## src/rtl/calc_seq_core_if.sv

```systemverilog
// Keypad-side and display-side signal bundle for calc_seq_core.
// Latency: none, wires only.
// Backpressure: none; strobes are single-cycle and are never stalled.
interface calc_seq_core_if #(
    parameter int WIDTH = 8
);
    logic             clear;
    logic             key_valid;
    logic [WIDTH-1:0] key_val;
    logic             op_valid;
    logic [1:0]       op;
    logic [WIDTH-1:0] disp_val;
    logic             disp_sel;
    logic             result_valid;
    logic             cout;
    logic             zero;
    logic             busy;
    logic             err;
    logic [2:0]       state;

    // keypad decoder / testbench side
    modport master (
        output clear, key_valid, key_val, op_valid, op,
        input  disp_val, disp_sel, result_valid, cout, zero, busy, err, state
    );

    // calculator core side
    modport slave (
        input  clear, key_valid, key_val, op_valid, op,
        output disp_val, disp_sel, result_valid, cout, zero, busy, err, state
    );
endinterface

```

## src/rtl/calc_seq_core.sv

```systemverilog
// Sequencing calculator core: A/op/B entry FSM, ADD/SUB/ADC, optional MUL (CALC_MUL_EN), result chaining.
// Latency: single-cycle ops write R one edge after B is strobed; MUL takes WIDTH S_EXEC cycles.
// Backpressure: none; strobes arriving in S_EXEC or in S_A (op) are dropped, illegal ops pulse err.
module calc_seq_core #(
    parameter int WIDTH = 8
) (
    input  logic         clock,
    input  logic         reset,
    calc_seq_core_if.slave bus
);
    typedef enum logic [2:0] {
        S_A    = 3'd0,
        S_OP   = 3'd1,
        S_B    = 3'd2,
        S_EXEC = 3'd3,
        S_RES  = 3'd4
    } state_t;

    localparam logic [1:0] OP_ADD = 2'b00;
    localparam logic [1:0] OP_SUB = 2'b01;
    localparam logic [1:0] OP_ADC = 2'b10;
    localparam logic [1:0] OP_MUL = 2'b11;

    state_t           st, st_nx;
    logic [WIDTH-1:0] a_q, b_q, r_q;
    logic [1:0]       opc_q;
    logic             cout_q, zero_q, rv_q, err_q;

    logic             op_legal, exec_done;
    logic             ld_a_key, ld_a_res, ld_b, ld_op, wr_r, rej;
    logic [WIDTH-1:0] res_r;
    logic             res_c;
    logic [WIDTH:0]   sum;

`ifdef CALC_MUL_EN
    localparam int CW = (WIDTH > 2) ? $clog2(WIDTH) : 1;
    logic [2*WIDTH-1:0] acc_q, acc_nx;
    logic [CW-1:0]      cnt_q;

    assign op_legal  = 1'b1;
    // shift-add: add A<<i when multiplier bit i is set
    assign acc_nx    = acc_q + (b_q[cnt_q] ? ({{WIDTH{1'b0}}, a_q} << cnt_q) : '0);
    assign exec_done = (opc_q != OP_MUL) || (cnt_q == CW'(WIDTH - 1));
`else
    assign op_legal  = (bus.op != OP_MUL);
    assign exec_done = 1'b1;
`endif

    // state register; clear behaves like a synchronous reset
    always_ff @(posedge clock or negedge reset) begin
        if (!reset)          st <= S_A;
        else if (bus.clear)  st <= S_A;
        else                 st <= st_nx;
    end

    // next-state and register-load decisions; op_valid has priority except in S_B
    always_comb begin
        st_nx    = st;
        ld_a_key = 1'b0;
        ld_a_res = 1'b0;
        ld_b     = 1'b0;
        ld_op    = 1'b0;
        wr_r     = 1'b0;
        rej      = 1'b0;
        case (st)
            S_A: begin
                if (bus.key_valid) begin
                    ld_a_key = 1'b1;
                    st_nx    = S_OP;
                end
            end
            S_OP: begin
                if (bus.op_valid) begin
                    if (op_legal) begin
                        ld_op = 1'b1;
                        st_nx = S_B;
                    end else begin
                        rej = 1'b1;
                    end
                end else if (bus.key_valid) begin
                    ld_a_key = 1'b1;
                end
            end
            S_B: begin
                if (bus.key_valid) begin
                    ld_b  = 1'b1;
                    st_nx = S_EXEC;
                end else if (bus.op_valid) begin
                    if (op_legal) ld_op = 1'b1;
                    else          rej   = 1'b1;
                end
            end
            S_EXEC: begin
                if (exec_done) begin
                    wr_r  = 1'b1;
                    st_nx = S_RES;
                end
            end
            S_RES: begin
                if (bus.op_valid) begin
                    if (op_legal) begin
                        ld_a_res = 1'b1;
                        ld_op    = 1'b1;
                        st_nx    = S_B;
                    end else begin
                        rej = 1'b1;
                    end
                end else if (bus.key_valid) begin
                    ld_a_key = 1'b1;
                    st_nx    = S_OP;
                end
            end
            default: st_nx = S_A;
        endcase
    end

    // result and flag for the latched opcode
    always_comb begin
        sum   = {1'b0, a_q} + {1'b0, b_q} + {{WIDTH{1'b0}}, (opc_q == OP_ADC) & cout_q};
        res_r = sum[WIDTH-1:0];
        res_c = sum[WIDTH];
        if (opc_q == OP_SUB) begin
            res_r = a_q - b_q;
            res_c = (a_q < b_q);
        end
`ifdef CALC_MUL_EN
        if (opc_q == OP_MUL) begin
            res_r = acc_nx[WIDTH-1:0];
            res_c = |acc_nx[2*WIDTH-1:WIDTH];
        end
`endif
    end

    // operand, opcode, result and pulse registers
    always_ff @(posedge clock or negedge reset) begin
        if (!reset) begin
            a_q <= '0; b_q <= '0; r_q <= '0; opc_q <= '0;
            cout_q <= 1'b0; zero_q <= 1'b0; rv_q <= 1'b0; err_q <= 1'b0;
        end else if (bus.clear) begin
            a_q <= '0; b_q <= '0; r_q <= '0; opc_q <= '0;
            cout_q <= 1'b0; zero_q <= 1'b0; rv_q <= 1'b0; err_q <= 1'b0;
        end else begin
            rv_q  <= wr_r;
            err_q <= rej;
            if (ld_a_key)      a_q <= bus.key_val;
            else if (ld_a_res) a_q <= r_q;
            if (ld_b)  b_q   <= bus.key_val;
            if (ld_op) opc_q <= bus.op;
            if (wr_r) begin
                r_q    <= res_r;
                cout_q <= res_c;
                zero_q <= (res_r == '0);
            end
        end
    end

`ifdef CALC_MUL_EN
    // multiply accumulator and bit counter, restarted whenever B is loaded
    always_ff @(posedge clock or negedge reset) begin
        if (!reset) begin
            acc_q <= '0;
            cnt_q <= '0;
        end else if (bus.clear || ld_b) begin
            acc_q <= '0;
            cnt_q <= '0;
        end else if (st == S_EXEC && opc_q == OP_MUL) begin
            acc_q <= acc_nx;
            cnt_q <= cnt_q + 1'b1;
        end
    end
`endif

    assign bus.disp_val     = (st == S_RES) ? r_q :
                              ((st == S_B) || (st == S_EXEC)) ? b_q : a_q;
    assign bus.disp_sel     = (st == S_RES);
    assign bus.result_valid = rv_q;
    assign bus.cout         = cout_q;
    assign bus.zero         = zero_q;
    assign bus.busy         = (st == S_EXEC);
    assign bus.err          = err_q;
    assign bus.state        = st;
endmodule

```

## src/flat_wrapper.sv

```systemverilog
// flat-port wrapper written by rule: the top's interface ports become plain ports
module calc_seq_core_flat 
#(
    parameter int WIDTH = 8
)
  (clock, reset, bus_clear, bus_key_valid, bus_key_val, bus_op_valid, bus_op, bus_disp_val, bus_disp_sel, bus_result_valid, bus_cout, bus_zero, bus_busy, bus_err, bus_state);
  calc_seq_core_if #(.WIDTH(WIDTH)) bus_i ();
  input  logic clock;
  input  logic reset;
  input wire logic [$bits(bus_i.clear)-1:0] bus_clear;
  input wire logic [$bits(bus_i.key_valid)-1:0] bus_key_valid;
  input wire logic [$bits(bus_i.key_val)-1:0] bus_key_val;
  input wire logic [$bits(bus_i.op_valid)-1:0] bus_op_valid;
  input wire logic [$bits(bus_i.op)-1:0] bus_op;
  output wire logic [$bits(bus_i.disp_val)-1:0] bus_disp_val;
  output wire logic [$bits(bus_i.disp_sel)-1:0] bus_disp_sel;
  output wire logic [$bits(bus_i.result_valid)-1:0] bus_result_valid;
  output wire logic [$bits(bus_i.cout)-1:0] bus_cout;
  output wire logic [$bits(bus_i.zero)-1:0] bus_zero;
  output wire logic [$bits(bus_i.busy)-1:0] bus_busy;
  output wire logic [$bits(bus_i.err)-1:0] bus_err;
  output wire logic [$bits(bus_i.state)-1:0] bus_state;
  assign bus_i.clear = bus_clear;
  assign bus_i.key_valid = bus_key_valid;
  assign bus_i.key_val = bus_key_val;
  assign bus_i.op_valid = bus_op_valid;
  assign bus_i.op = bus_op;
  assign bus_disp_val = bus_i.disp_val;
  assign bus_disp_sel = bus_i.disp_sel;
  assign bus_result_valid = bus_i.result_valid;
  assign bus_cout = bus_i.cout;
  assign bus_zero = bus_i.zero;
  assign bus_busy = bus_i.busy;
  assign bus_err = bus_i.err;
  assign bus_state = bus_i.state;
  calc_seq_core #(.WIDTH(WIDTH)) u_core (.clock(clock), .reset(reset), .bus(bus_i));
endmodule
```

## config.mk

```make
export PLATFORM = sky130hd
export DESIGN_NAME = calc_seq_core_flat
export DESIGN_NICKNAME = d
export VERILOG_FILES = /design/src/rtl/calc_seq_core_if.sv /design/src/rtl/calc_seq_core.sv /design/src/flat_wrapper.sv
export SDC_FILE = /design/constraint.sdc
export NUM_CORES = 1
export LEC_CHECK = 0
export ABC_AREA = 1
export BUFFER_PORTS_ARGS = -buffer_cell sky130_fd_sc_hd__buf_4
export CAP_MARGIN = 0
export CORE_MARGIN = 2
export CORE_UTILIZATION = 50
export CTS_CLUSTER_DIAMETER = 60
export DETAILED_ROUTE_END_ITERATION = 16
export GPL_TIMING_DRIVEN = 0
export HOLD_SLACK_MARGIN = 0.06
export PLACE_DENSITY = 0.76
export SLEW_MARGIN = 20
export SYNTH_ARGS = -nofsm -noshare
export SYNTH_HDL_FRONTEND = slang
export SYNTH_SLANG_ARGS = --single-unit
```

## constraint.sdc

```tcl
create_clock -name clock -period 2.2 [get_ports clock]
set_clock_uncertainty 0.05 [all_clocks]
set_input_delay 0.22 -clock clock [delete_from_list [all_inputs] [get_ports clock]]
set_output_delay 0.22 -clock clock [all_outputs]
set_load 0.1 [all_outputs]
```

## Word level (Yosys, flattened, before mapping)

Cells that the tools add are included.
W data, S select, Z words.

| cells by class | value |
|---|---|
| order comparisons | 1 |
| reductions and logical operators | 9 |
| add/subtract/negate cells | 3 |
| mux-type cells | 40 |
| equality and inequality tests | 9 |
| bitwise operators | 1 |

Operators with widths:

| cell | number |
|---|---|
| $mux W8 | 10 |
| $mux W1 | 18 |
| $mux W3 | 6 |
| $pmux W3 S5 | 1 |
| $add A8 B8 Y9 | 1 |
| $add A9 B1 Y9 | 1 |
| $logic_not A8 Y1 | 1 |
| $lt A8 B8 Y1 | 1 |
| $sub A8 B8 Y8 | 1 |
| $eq A3 B2 Y1 const B | 2 |
| $ne A3 B3 Y1 const B | 2 |
| $pmux W1 S2 | 3 |
| $reduce_bool A2 Y1 | 3 |
| $mux W2 | 2 |
| $eq A3 B1 Y1 const B | 1 |
| $eq A3 B3 Y1 const B | 1 |
| $logic_not A3 Y1 | 1 |
| $reduce_bool A3 Y1 | 1 |
| $eq A2 B1 Y1 const B | 1 |
| $eq A2 B2 Y1 const B | 1 |
| $ne A2 B2 Y1 const B | 1 |
| $reduce_and A2 Y1 | 1 |
| $reduce_or A2 Y1 | 1 |
| $and A1 B1 Y1 | 1 |
| $logic_or A1 B1 Y1 | 1 |

| word-level totals | value |
|---|---|
| register bits | 33 |
| logic and storage cells | 72 |
| input bits | 15 |

## Longest topological paths before layout

| depth | value |
|---|---|
| depth after elaboration | 7 |
| gate-level depth with buffers | 15 |
| gate-level depth less buffers | 15 |

## Worst setup path before layout

OpenSTA, ideal clock, no wires.

| path | value |
|---|---|
| path kind | register to output |
| from | reg u_core.st[1], in the netlist u_core.bus.state[1] |
| to | out bus_disp_val[0] |
| arrival | 3101 ps |
| path slack | -1171 ps |
| required time | 1930 ps |
| buffers on the path | 1 |
| cell stages (with the launch flop) | 6 |
| cell sequence | dfrtp_1 inv_1 nor2_1 inv_2 clkbuf_1 o221ai_1 |

| between the ends | value |
|---|---|
| longest elaborated chain between the ends | 4 |
| elaborated cells on any way between the ends | 6 |
| classes of those cells | eq/ne (3); mux (2); reduce/logical (1) |

Ends and longest elaborated chain:

| element | line | RTL |
|---|---|---|
| from (decl) | calc_seq_core.sv:24 | `state_t st, st_nx;` |
| from (signal assigned) | calc_seq_core.sv:53 | `else st <= st_nx;` |
| $eq A3 B2 Y1 | calc_seq_core.sv:174 | `((st == S_B) \|\| (st == S_EXEC)) ? b_q : a_q;` |
| $logic_or A1 B1 Y1 | calc_seq_core.sv:174 |  |
| $mux W8 | calc_seq_core.sv:174 |  |
| $mux W8 (*) | calc_seq_core.sv:173 | `assign bus.disp_val = (st == S_RES) ? r_q :` |
| to (decl) | flat_wrapper.sv:15 | `output wire logic [$bits(bus_i.disp_val)-1:0] bus_disp_val;` |

Every way passes the cells marked *; elsewhere a longest branch is shown, timed or not.

## Worst setup path in the final report

| path | value |
|---|---|
| from | reg u_core.opc_q[0] |
| to | reg u_core.zero_q, in the netlist u_core.bus.zero |

| between the ends | value |
|---|---|
| longest elaborated chain between the ends | 7 |
| elaborated cells on any way between the ends | 8 |
| classes of those cells | add/sub (1); eq/ne (2); mux (3); bitwise (1); reduce/logical (1) |

Ends and longest elaborated chain:

| element | line | RTL |
|---|---|---|
| from (decl) | calc_seq_core.sv:26 | `logic [1:0] opc_q;` |
| from (signal assigned) | calc_seq_core.sv:148 | `if (ld_op) opc_q <= bus.op;` |
| $eq A2 B2 Y1 | calc_seq_core.sv:119 | `sum = {1'b0, a_q} + {1'b0, b_q} + {{WIDTH{1'b0}}, (opc_q == OP_ADC) & cout_q};` |
| $and A1 B1 Y1 | calc_seq_core.sv:119 |  |
| $add A9 B1 Y9 | calc_seq_core.sv:119 |  |
| $mux W8 (*) | calc_seq_core.sv:122 | `if (opc_q == OP_SUB) begin` |
| $logic_not A8 Y1 (*) | calc_seq_core.sv:152 | `zero_q <= (res_r == '0);` |
| $mux W1 (*) | calc_seq_core.sv:149 | `if (wr_r) begin` |
| $mux W1 (*) | calc_seq_core.sv:139 | `end else if (bus.clear) begin` |
| to (signal assigned) | calc_seq_core.sv:152 |  |
| to (decl) | calc_seq_core.sv:27 | `logic cout_q, zero_q, rv_q, err_q;` |

Every way passes the cells marked *; elsewhere a longest branch is shown, timed or not. The select of a mux whose other input is x is not followed.
A chain may end at the register's enable or synchronous reset.

==> run summary <==
commonest non-fill, non-tap cells in the layout: 92 x nand2_1, 50 x nand3_1, 41 x inv_1
critical-path maximum fanout: 2
clk slew on worst S/H paths: 0.07 ns
RSZ-0062 raised after global routing: yes
Post-synth top flop: dfrtp_1
HPWL after detailed placement: 5.08 mm
combinational share of power: 65.8%
# DRC: 0
Layout Utilization: 66.1%
switching share of power: 54.3%
Yosys reg bits: 33
ANT cells: 0
register area share after synthesis: 33.2%
clock root cell: clkbuf_8
Area after DPL: 2970 um^2
Arr. time, crit path: 2.39 ns
starting density of the core: 52.3%
clock buffer depth: 2
Fmax achieved: 0.447 GHz
Synth Area per Inst: 7.20 um^2
antenna violation net count after detailed routing: 0
FP Rows: 25
grt ovf: 0
Ports: 32
die height: 74.5 um
area grow syn2layout: 26.5%
Yosys warnings: 0
commonest non-fill, non-tap cell in the layout: nand2_1
drt initial violations: 149
Avg Vias per Cell: 5.28
Worst Tran Pin Value: 0.473 ns
die area: 5550 um^2
minimum clock period: 2.24 ns
top area cells in the synthesized netlist: dfrtp_1 33%, nand2_1 14%, nand3_1 10%
Net Switching: 2.02 mW
worst min-delay path category: in2reg
asr flop ratio synth: 100%
H-tree Lvls: 2
TritonCTS clock tree: built
PortBufs: 30
layout cell share with drive strength beyond 1: 22.0%
vias in the first global route: 2285
failing checks: negative setup slack
CTS sink cnt: 33
fin crit share: 102%
relative slew slack: 68.4%
first-pass GRT wire length: 10.8 mm
Yosys top cell by area: dfrtp_1
fin area: 3140 um^2
final wirelength: 6.25 mm
routed vias: 2398
global-route usage over all layers: 25.6%
final std cells w/o fill: 454
maximum vdd drop: 1.00 mV
final hold slack: 0.135 ns
Placer Congestion: 0.895
placed cell count: 442
Static Leak: 1.58 nW
startpoint types: flop
fill count: 424
max-slew violation count: 0
initial antenna violation count: 0
largest net degree at the start of global routing: 34
Core ar.: 4750 um^2
# setup viols final: 1
post-synth net total: 378
area share of the largest cell type after synthesis: 33.2%
cell-internal power: 1.70 mW
drt wl/cell: 13.8 um
Die W: 74.5 um
Post-Syn Area: 2480 um^2
total of max-cap violations: 0
Critical Path RT: 2.36 ns
final worst slack: -0.0370 ns
library cells used by synthesis: 34
Post-synth EDFFs: 0
drt first pass iters: 4
clock group share of total power: 11.7%
critical path class: reg2reg
Fin. Hold Viols: 0
worst skew pair latency: 0.28 ns
Layout Nets: 419
status: finished with violations
Num CTS Buffers: 5
Reg power frac: 22.5%
Pwr Density: 1180 nW/um^2
Mapped Cells: 345
CP endpoint kind: flop
per-layer routing:
metal | vias up | share of wire [%] | global-route usage (%)
li1 | 1225 | - | -
met4 | 0 | 0.86 | 5.16
met1 | 1111 | 49 | 38.3
met5 | - | 0 | 0
met3 | 5 | 3.7 | 3.66
met2 | 57 | 46 | 39.7
path summary, 6_finish.rpt:
kind                                  from                  end  slack (ns)  cells after the start
min reg2reg                u_core.bus.cout      u_core.bus.cout        0.52                      2
min in group asynchronous            reset  u_core.bus.state[1]        0.36                      2
max reg2reg                u_core.opc_q[0]      u_core.bus.zero       -0.04                     14
max                        u_core.opc_q[0]      u_core.bus.zero       -0.04                     14
max in group asynchronous            reset      u_core.bus.cout        1.41                      2
min                              bus_op[1]       u_core.bus.err        0.13                      3
stage by stage:
step	worst slack, ns	TNS [ns]	power, mW
final	-0.0370	-0.0370	3.72
after floorplan	-0.0452	-0.0452	2.69
after global placement	-0.0529	-0.0529	3.11
after CTS	-0.0174	-0.0174	3.64
after global routing	-0.204	-0.225	4.00
after detailed placement	-0.118	-0.118	3.15
flip-flops by register name (all words and copies together), names as in the netlist:
signal / flops
u_core.opc_q: 2
u_core.bus.cout: 1
u_core.bus.result_valid: 1
u_core.bus.err: 1
u_core.b_q: 8
u_core.r_q: 8
u_core.a_q: 8
u_core.bus.state: 3
u_core.bus.zero: 1
critical path, cell delays in order, from the launching register on:
cell	delay, ns
dfrtp_1	0.39
inv_2	0.06
nand3_2	0.09
fa_2	0.35
inv_2	0.07
fa_1	0.40
inv_1	0.06
nand2_1	0.06
o21ai_2	0.07
nand3_1	0.09
nor2_1	0.12
nand2_1	0.07
nor2_1	0.10
nand2_1	0.08
o21bai_1	0.12
final cells by class:
class | instances | area, um^2 | share of cell area, %
inverters | 49 | 184 | 5.85
flip-flops and latches | 33 | 838 | 26.7
clock inverters | 2 | 10.0 | 0.318
multi-input cells | 252 | 1570 | 49.8
well taps | 67 | 83.8 | 2.67
plain buffers | 11 | 88.8 | 2.83
repair buffers | 34 | 299 | 9.51
clock buffers | 6 | 72.6 | 2.31
power by group through the flow:
stage	clock [mW]	combinational, mW	sequential, mW
global route	0.471	2.67	0.853
floorplan	0	1.74	0.957
detailed placement	0	2.31	0.844
finish	0.436	2.45	0.836
CTS	0.439	2.37	0.832
global placement	0	2.28	0.836
repair_timing:
action / CTS / global route
setup buffers: 3 / 0
gates cloned: 0 / 0
hold buffers: 1 / 0
pin swaps: 0 / 0
gates resized for setup: 7 / 14
endpoints found under the setup margin: 9 / 11
hold endpoints to repair: 33 / 0
synthesized netlist by cell type (2+ instances only):
library cell / number
buf_2: 2
inv_1: 45
a21oi_1: 8
dfrtp_1: 33
nor2_2: 2
nand2_2: 3
nor3_1: 2
nand3_1: 51
fa_1: 3
buf_6: 2
nor2_1: 20
clkbuf_1: 3
o31ai_1: 2
ha_1: 15
o21ai_0: 16
nand2_1: 92
inv_2: 3
o221ai_1: 8
nand3b_1: 2
buf_4: 3
o211ai_1: 9
o22ai_1: 6
o21ai_1: 3
or2_2: 2
kinds of logic after synthesis:
group,synth area share [%]
adders and majority gates,9.97
buffers and inverters,10.3
DFF,33.2
xor gates and xnor gates,0.353
and+or+nand+nor,31.8
AOI/OAI and AO/OA,14.4
(Power assumes the default switching activity.)
